==> src/rtl/sram_pkg.sv <==
// Shared types and default sizes for the SRAM serial command loader.
package sram_pkg;

  localparam int DEF_DATA_WIDTH = 8;
  localparam int DEF_ADDR_WIDTH = 4;
  localparam int DEF_RD_TIMEOUT = 16;

  typedef enum logic [2:0] {
    IDLE    = 3'd0,
    SHIFT   = 3'd1,
    WRITE   = 3'd2,
    READ    = 3'd3,
    WAIT_RD = 3'd4
  } loader_state_t;

  typedef enum logic {
    OP_WRITE = 1'b0,
    OP_READ  = 1'b1
  } loader_op_t;

  // Counter width able to index 0..n-1, never narrower than one bit.
  function automatic int cnt_width(input int n);
    return (n > 1) ? $clog2(n) : 1;
  endfunction

endpackage

==> src/rtl/sram_loader_piso.sv <==
// Parallel-load, MSB-first serializer with bit counter and last-bit flag.
module sram_loader_piso
  import sram_pkg::*;
#(
  parameter int DATA_WIDTH = DEF_DATA_WIDTH
) (
  input  logic                  clk,
  input  logic                  arst,
  input  logic                  load_i,
  input  logic [DATA_WIDTH-1:0] data_i,
  input  logic                  advance_i,
  output logic                  bit_o,
  output logic                  last_bit_o
);

  localparam int CW = cnt_width(DATA_WIDTH);

  logic [DATA_WIDTH-1:0] sreg_q, sreg_d;
  logic [CW-1:0]         cnt_q, cnt_d;

  always_comb begin
    sreg_d = sreg_q;
    cnt_d  = cnt_q;
    if (load_i) begin
      sreg_d = data_i;
      cnt_d  = '0;
    end else if (advance_i) begin
      // Zeros fill from the bottom so the line idles low once the word is out.
      sreg_d = sreg_q << 1;
      cnt_d  = cnt_q + CW'(1);
    end
  end

  always_ff @(posedge clk or posedge arst) begin
    if (arst) begin
      sreg_q <= '0;
      cnt_q  <= '0;
    end else begin
      sreg_q <= sreg_d;
      cnt_q  <= cnt_d;
    end
  end

  assign bit_o      = sreg_q[DATA_WIDTH-1];
  assign last_bit_o = (cnt_q == CW'(DATA_WIDTH - 1));

endmodule

==> src/rtl/sram_serial_loader.sv <==
// Command front-end for sram_top: serial writes, handshaked reads with timeout.
// Optional SRAM_LOADER_VERIFY_EN: each write is followed by a read-back compare.
//
// state   | meaning
// IDLE    | req_ready=1, accepts one command
// SHIFT   | DATA_WIDTH cycles of sram_shift, word MSB-first on serial_in
// WRITE   | one cycle sram_w_en
// READ    | one cycle sram_r_en
// WAIT_RD | wait for sram_data_valid, abort after RD_TIMEOUT cycles
module sram_serial_loader
  import sram_pkg::*;
#(
  parameter int DATA_WIDTH = DEF_DATA_WIDTH,
  parameter int ADDR_WIDTH = DEF_ADDR_WIDTH,
  parameter int RD_TIMEOUT = DEF_RD_TIMEOUT
) (
  input  logic                  clk,
  input  logic                  arst,
  input  logic                  req_valid,
  output logic                  req_ready,
  input  logic                  req_op,
  input  logic [ADDR_WIDTH-1:0] req_addr,
  input  logic [DATA_WIDTH-1:0] req_data,
  output logic                  rsp_valid,
  output logic                  rsp_err,
  output logic [DATA_WIDTH-1:0] rsp_data,
  output logic                  sram_serial_in,
  output logic                  sram_shift,
  output logic                  sram_w_en,
  output logic                  sram_r_en,
  output logic [ADDR_WIDTH-1:0] sram_addr,
  input  logic [DATA_WIDTH-1:0] sram_data_out,
  input  logic                  sram_data_valid
);

  localparam int TW = cnt_width(RD_TIMEOUT);
  localparam logic [TW-1:0] TMO_LAST = TW'(RD_TIMEOUT - 1);

  loader_state_t         state_q, state_d;
  logic [TW-1:0]         tmo_q, tmo_d;
  logic [ADDR_WIDTH-1:0] addr_q, addr_d;
  logic [DATA_WIDTH-1:0] rsp_data_q, rsp_data_d;
  logic                  rsp_valid_q, rsp_valid_d;
  logic                  rsp_err_q, rsp_err_d;
  logic                  req_ready_q, req_ready_d;
  logic                  shift_q, shift_d;
  logic                  w_en_q, w_en_d;
  logic                  r_en_q, r_en_d;
  logic                  piso_load, piso_adv, piso_bit, piso_last;
  logic                  accept;

`ifdef SRAM_LOADER_VERIFY_EN
  logic [DATA_WIDTH-1:0] wdata_q, wdata_d;
  logic                  verify_q, verify_d;
`endif

  assign accept = req_valid && req_ready_q;

  always_comb begin
    state_d     = state_q;
    tmo_d       = tmo_q;
    addr_d      = addr_q;
    rsp_data_d  = rsp_data_q;
    rsp_valid_d = 1'b0;
    rsp_err_d   = 1'b0;
    piso_load   = 1'b0;
    piso_adv    = 1'b0;
`ifdef SRAM_LOADER_VERIFY_EN
    wdata_d     = wdata_q;
    verify_d    = verify_q;
`endif
    case (state_q)
      IDLE: begin
        if (accept) begin
          addr_d = req_addr;
          if (loader_op_t'(req_op) == OP_READ) begin
            state_d = READ;
`ifdef SRAM_LOADER_VERIFY_EN
            verify_d = 1'b0;
`endif
          end else begin
            state_d   = SHIFT;
            piso_load = 1'b1;
`ifdef SRAM_LOADER_VERIFY_EN
            wdata_d = req_data;
`endif
          end
        end
      end
      SHIFT: begin
        piso_adv = 1'b1;
        if (piso_last) state_d = WRITE;
      end
      WRITE: begin
`ifdef SRAM_LOADER_VERIFY_EN
        state_d  = READ;
        verify_d = 1'b1;
`else
        state_d     = IDLE;
        rsp_valid_d = 1'b1;
`endif
      end
      READ: begin
        state_d = WAIT_RD;
        tmo_d   = '0;
      end
      WAIT_RD: begin
        tmo_d = tmo_q + TW'(1);
        // Data arriving on the final timeout cycle still counts as a good read.
        if (sram_data_valid) begin
          state_d     = IDLE;
          rsp_valid_d = 1'b1;
          rsp_data_d  = sram_data_out;
`ifdef SRAM_LOADER_VERIFY_EN
          rsp_err_d = verify_q && (sram_data_out != wdata_q);
`endif
        end else if (tmo_q == TMO_LAST) begin
          state_d     = IDLE;
          rsp_valid_d = 1'b1;
          rsp_err_d   = 1'b1;
          rsp_data_d  = '0;
        end
      end
      default: state_d = IDLE;
    endcase

    // Pin registers are loaded from the next state so they line up with it.
    req_ready_d = (state_d == IDLE);
    shift_d     = (state_d == SHIFT);
    w_en_d      = (state_d == WRITE);
    r_en_d      = (state_d == READ);
  end

  always_ff @(posedge clk or posedge arst) begin
    if (arst) begin
      state_q     <= IDLE;
      tmo_q       <= '0;
      addr_q      <= '0;
      rsp_data_q  <= '0;
      rsp_valid_q <= 1'b0;
      rsp_err_q   <= 1'b0;
      req_ready_q <= 1'b0;
      shift_q     <= 1'b0;
      w_en_q      <= 1'b0;
      r_en_q      <= 1'b0;
    end else begin
      state_q     <= state_d;
      tmo_q       <= tmo_d;
      addr_q      <= addr_d;
      rsp_data_q  <= rsp_data_d;
      rsp_valid_q <= rsp_valid_d;
      rsp_err_q   <= rsp_err_d;
      req_ready_q <= req_ready_d;
      shift_q     <= shift_d;
      w_en_q      <= w_en_d;
      r_en_q      <= r_en_d;
    end
  end

`ifdef SRAM_LOADER_VERIFY_EN
  always_ff @(posedge clk or posedge arst) begin
    if (arst) begin
      wdata_q  <= '0;
      verify_q <= 1'b0;
    end else begin
      wdata_q  <= wdata_d;
      verify_q <= verify_d;
    end
  end
`endif

  sram_loader_piso #(
    .DATA_WIDTH (DATA_WIDTH)
  ) u_piso (
    .clk        (clk),
    .arst       (arst),
    .load_i     (piso_load),
    .data_i     (req_data),
    .advance_i  (piso_adv),
    .bit_o      (piso_bit),
    .last_bit_o (piso_last)
  );

  assign req_ready      = req_ready_q;
  assign rsp_valid      = rsp_valid_q;
  assign rsp_err        = rsp_err_q;
  assign rsp_data       = rsp_data_q;
  assign sram_serial_in = piso_bit;
  assign sram_shift     = shift_q;
  assign sram_w_en      = w_en_q;
  assign sram_r_en      = r_en_q;
  assign sram_addr      = addr_q;

endmodule
==> config.mk <==
export PLATFORM = sky130hd
export DESIGN_NAME = sram_serial_loader
export DESIGN_NICKNAME = d
export VERILOG_FILES = /design/src/rtl/sram_pkg.sv /design/src/rtl/sram_loader_piso.sv /design/src/rtl/sram_serial_loader.sv
export SDC_FILE = /design/constraint.sdc
export NUM_CORES = 1
export LEC_CHECK = 0
export CAP_MARGIN = 20
export CORE_UTILIZATION = 32
export DETAILED_ROUTE_END_ITERATION = 12
export SYNTH_ARGS = -nofsm -noshare
export SYNTH_HDL_FRONTEND = slang
export SYNTH_SLANG_ARGS = --single-unit
export TNS_END_PERCENT = 50
==> constraint.sdc <==
create_clock -name clk -period 3.6 [get_ports clk]
set_input_delay 0.72 -clock clk [delete_from_list [all_inputs] [get_ports clk]]
set_output_delay 0.72 -clock clk [all_outputs]
set_load 0.01 [all_outputs]
# --- Word-level counts from Yosys, hierarchy flattened ---
# Cells that the tools add are included.
word_totals:
  reg_bits: 36
  in_bits: 25
  out_inout_bits: 19
op_classes:
  add_sub_neg: 2
  eq_ne: 9
  n_mux: 22
  n_reduce_logical: 8
op_table:
  columns: ["op", "count"]
  rows:
  - ["2-to-1 mux 8 bit", 4]
  - ["2-to-1 mux 3 bit", 6]
  - ["equality test 3 x 2 -> 1 bit, second input constant", 4]
  - ["case mux 3 bit (4 select lines)", 1]
  - ["2-to-1 mux 1 bit", 8]
  - ["case mux 4 bit (2 select lines)", 1]
  - ["equality test 3 x 1 -> 1 bit, second input constant", 2]
  - ["equality test 3 bit, second input constant", 2]
  - ["logical NOT 3 bit", 2]
  - ["nonzero test 2 bit", 3]
  - ["adder 4 x 1 -> 4 bit, second input constant", 1]
  - ["equality test 4 bit, second input constant", 1]
  - ["AND reduction 2 bit", 2]
  - ["adder 3 x 1 -> 3 bit, second input constant", 1]
  - ["2-to-1 mux 2 bit", 1]
  - ["case mux 1 bit (2 select lines)", 1]
  - ["logical AND 1 bit", 1]

# --- Depth between registers and ports, before layout ---
logic_depth:
  word_depth: 5
  mapped_depth: 5
  depth_no_buf: 5

# --- By module ---
# Synthesis repeated with hierarchy kept, for this count alone.
unflattened:
  cells_unflattened: 133
  area_unflattened_um2: 1574.0
modules_own_cells:
  columns: ["mod", "instances", "cells_per_inst", "area_each_um2", "seq_area_each_um2"]
  rows:
  - ["sram_serial_loader", 1, 86, 1059.8, 625.6]
  - ["sram_loader_piso", 1, 47, 514.2, 275.3]

# --- Worst setup path before layout ---
# No wires, ideal clock.
synth_timing:
  path_kind: "reg2reg"
  start: "reg state_q[1]"
  end: "reg u_piso.sreg_q[3]"
  arrival_time_ps: 1562
  slack_ps: 1913
  path_stages_with_launch: 6
  path_buffers: 2
  synth_period_minus_slack_ps: 1687
  path_cell_list: "dfrtp_1 > buf_2 > nor3b_2 > buf_2 > mux2_2 > mux2_2"
synth_via:
  elab_chain_cells: 3
synth_rtl:
  columns: ["element", "line_no", "source"]
  rows:
  - ["start, declared", "sram_serial_loader.sv:39", "loader_state_t state_q, state_d;"]
  - ["start signal, assigned", "sram_serial_loader.sv:147", "state_q <= state_d;"]
  - ["equality test 3 x 1 -> 1 bit / logical NOT 3 bit (equally long branches)", "sram_serial_loader.sv:72", "case (state_q)"]
  - ["2-to-1 mux 1 bit", "sram_serial_loader.sv:72", null]
  - ["nonzero test 2 bit (no line) / 2-to-1 mux 8 bit (equally long branches)", null, null]
  - ["end signal, assigned", "sram_loader_piso.sv:39", "sreg_q <= sreg_d;"]
  - ["end, declared", "sram_loader_piso.sv:18", "logic [DATA_WIDTH-1:0] sreg_q, sreg_d;"]
# Several ways; a longest one is shown, not always the timed one.
# A chain may end at the register's enable or synchronous reset.

# --- Worst setup path in the final report ---
layout_timing:
  start: "reg state_q[0]"
  end: "reg u_piso.sreg_q[5]"
# The elaborated chain is that of the path after synthesis.

==> flow_summary.yaml <==
detailed_routing:
  drc: 0
  dr.pass1.iters: 3
  num_vias: 1123
  avgViaCountPerCell: 4.74
  drt_iter0_markers: 43
  ant_nets: 0
  drt_wl_total_um: 3110
  wl_per_cell_um: 13.1
synthesis:
  avgSynthCellArea_um2: 12.9
  ys_ff_latch: 36
  syn_inst: 123
  syn_nets: 151
  synthesis.area_mm2: 0.00159
  yosysWarnings: 0
  ys_seq_area_share_pct: 56.6
  synth.distinct_cells: 31
timing:
  rsz0062_at_grt: "no"
  setup_viol: 0
  slew_violations: 0
  max-slew-margin-rel_pct: 39.3
  post-route-period-util_pct: 58.0
  fin_skew_ps: 9.12
  fin_crit_ps: 2090
  max_freq_mhz: 479
  holdWs_ps: 499
  timing.final.ws_setup_ps: 1510
  totalNegativeSetupSlack_ps: 0
  hold_viol: 0
  tightest_slew_ps: 907
placement:
  dp_slack_ps: 1230
  post_dp_cell_area_mm2: 0.00208
  hpwl_um: 2240
  port_buffers: 43
  place.gp.congestion: 0.728
  dp_cells: 228
run:
  maxCapViolCount: 0
global_routing:
  first_global_vias: 1159
  grt-ovfl-total: 0
  grt_antenna_before_repair: 0
  grtUsageTotal_pct: 13.5
  grt_start_max_net_pins: 30
  grt_pass1_wl_um: 5340
critical_path:
  cp_max_fo: 12
  critPathKind: "reg2reg"
  endpoint_kind: "register"
  required_ps: 3770
  worst_path_most_repeated_cell: "mux2_2"
  cp.buffers_inverters: 0
  crit_slowest_cell: "nor3b_2"
  cp_data_arrival_time_ps: 2260
  crit_path_start_kind: "register"
  cpPeakStageDelay_ps: 800
  cp_cell_sequence: "nor3b_2 -> mux2_2 -> mux2_2"
  path_delay_family: "simple AND/OR/NAND/NOR gates"
  reg2reg_slack_ps: 1510
power_and_ir_drop:
  ir_worst_vdd_uv: 317
  power.density_mw_per_mm2: 788
  power_mw: 1.76
  p_leak_nw: 0.981
floorplan:
  std_cell_rows: 25
  die-width_um: 72.5
  io_pins: 44
  core-area_mm2: 0.00475
  die_h_um: 72.5
  start_util_pct: 33.4
  die-area_mm2: 0.00526
clock_network:
  cts_root_buf: "clkbuf_8"
  hold_buffers: 0
  cts_buffer_depth: 2
  path_clk_slew_ps: 70
  cts_setup_buffers: 0
  clk_latency_ps: 290
  cts-resized-gates: 0
  cts_buffers: 5
  clock_sinks: 36
  htree_levels: 2
  cts_tree: "built"
hold_path:
  min_path_type: "reg2reg"
final_layout:
  final_cell_mix: "clkdlybuf4s50_1 (43), dfrtp_1 (36), mux2_2 (19)"
  area_growth_pct: 40.2
  final_cells: 237
  final_common_cell: "clkdlybuf4s50_1"
  postLayoutCellArea_mm2: 0.00223
  fin_nets: 197
  drive_above_1_share_pct: 21.2
  n_antenna_cell: 0
  final_core_util_pct: 46.9
outcome:
  status: "finished, final reports clean"
[synthesized netlist by cell type]
master	count	area, µm²
and3_1	1	6.26
nand2_1	2	7.51
o31ai_1	1	7.51
nand3_1	2	10.0
nand2b_1	3	18.8
a22o_1	8	70.1
mux2i_1	2	20.0
inv_1	2	7.51
buf_2	5	25.0
o21a_1	1	7.51
a21o_1	1	7.51
o31a_1	1	8.76
mux2_2	19	214
a311oi_1	2	17.5
or3b_2	1	8.76
ha_1	3	37.5
a211oi_1	1	7.51
o22ai_1	2	12.5
nor3_1	3	15.0
nor3_4	1	16.3
dfrtp_1	36	901
a21oi_1	7	35.0
xnor2_1	1	8.76
nor2_1	7	26.3
or3_4	1	11.3
and2_1	3	18.8
buf_6	1	11.3
nor2_2	1	6.26
nor3b_2	2	25.0
nor2b_1	2	12.5
a31o_2	1	8.76
[final timing paths]
check,from,endpoint,cells past startpoint
min reg2reg,rsp_data[0],rsp_data[0],1
min,rsp_data[0],rsp_data[0],1
max,state_q[0],u_piso.sreg_q[5],3
max in group asynchronous,arst,u_piso.sreg_q[0],3
min in group asynchronous,arst,rsp_data[6],2
max reg2reg,state_q[0],u_piso.sreg_q[5],3
[power breakdown]
part | switching (mW) | internal, mW | leakage, nW
sequential | 0.110 | 0.566 | 0.464
clock | 0.138 | 0.244 | 0.0645
combinational | 0.276 | 0.423 | 0.453
[layout make-up]
| cell class | count | area (µm²) |
|---|---|---|
| sequential | 36 | 901 |
| clock buffer | 7 | 96.3 |
| timing repair buffer | 45 | 465 |
| multi-input combinational | 79 | 646 |
| fill | 428 | 2520 |
| tap | 67 | 83.8 |
| inverter | 2 | 7.51 |
| clock inverter | 1 | 30.0 |
[logic make-up (layout without fill, tap and decap cells)]
family          after synthesis  in the layout  share of synthesized area (%)
compound gates               25             25                           11.5
xor+xnor                      1              1                          0.551
fa+ha+maj                     3              3                           2.36
buf+inv                       8             55                           2.75
flops                        36             36                           56.6
mux                          21             21                           14.7
simple gates                 29             29                           11.5
[registers in the layout, summed over array words and instances, names as in the netlist, 3 cells and up]
register / cells
u_piso.sreg_q: 8
u_piso.cnt_q: 3
tmo_q: 4
rsp_data: 8
state_q: 3
sram_addr: 4
[layer usage]
metal / wire [µm] / GRT usage, % / vias up / part of all wire (%)
met4: 50 / 6.32 / 0 / 1.6
li1: - / - / 539 / -
met2: 1490 / 22.1 / 33 / 48
met5: 0 / 0 / - / 0
met3: 232 / 5.14 / 6 / 7.5
met1: 1340 / 15.7 / 545 / 43
Power figures use the tool's default switching activity.
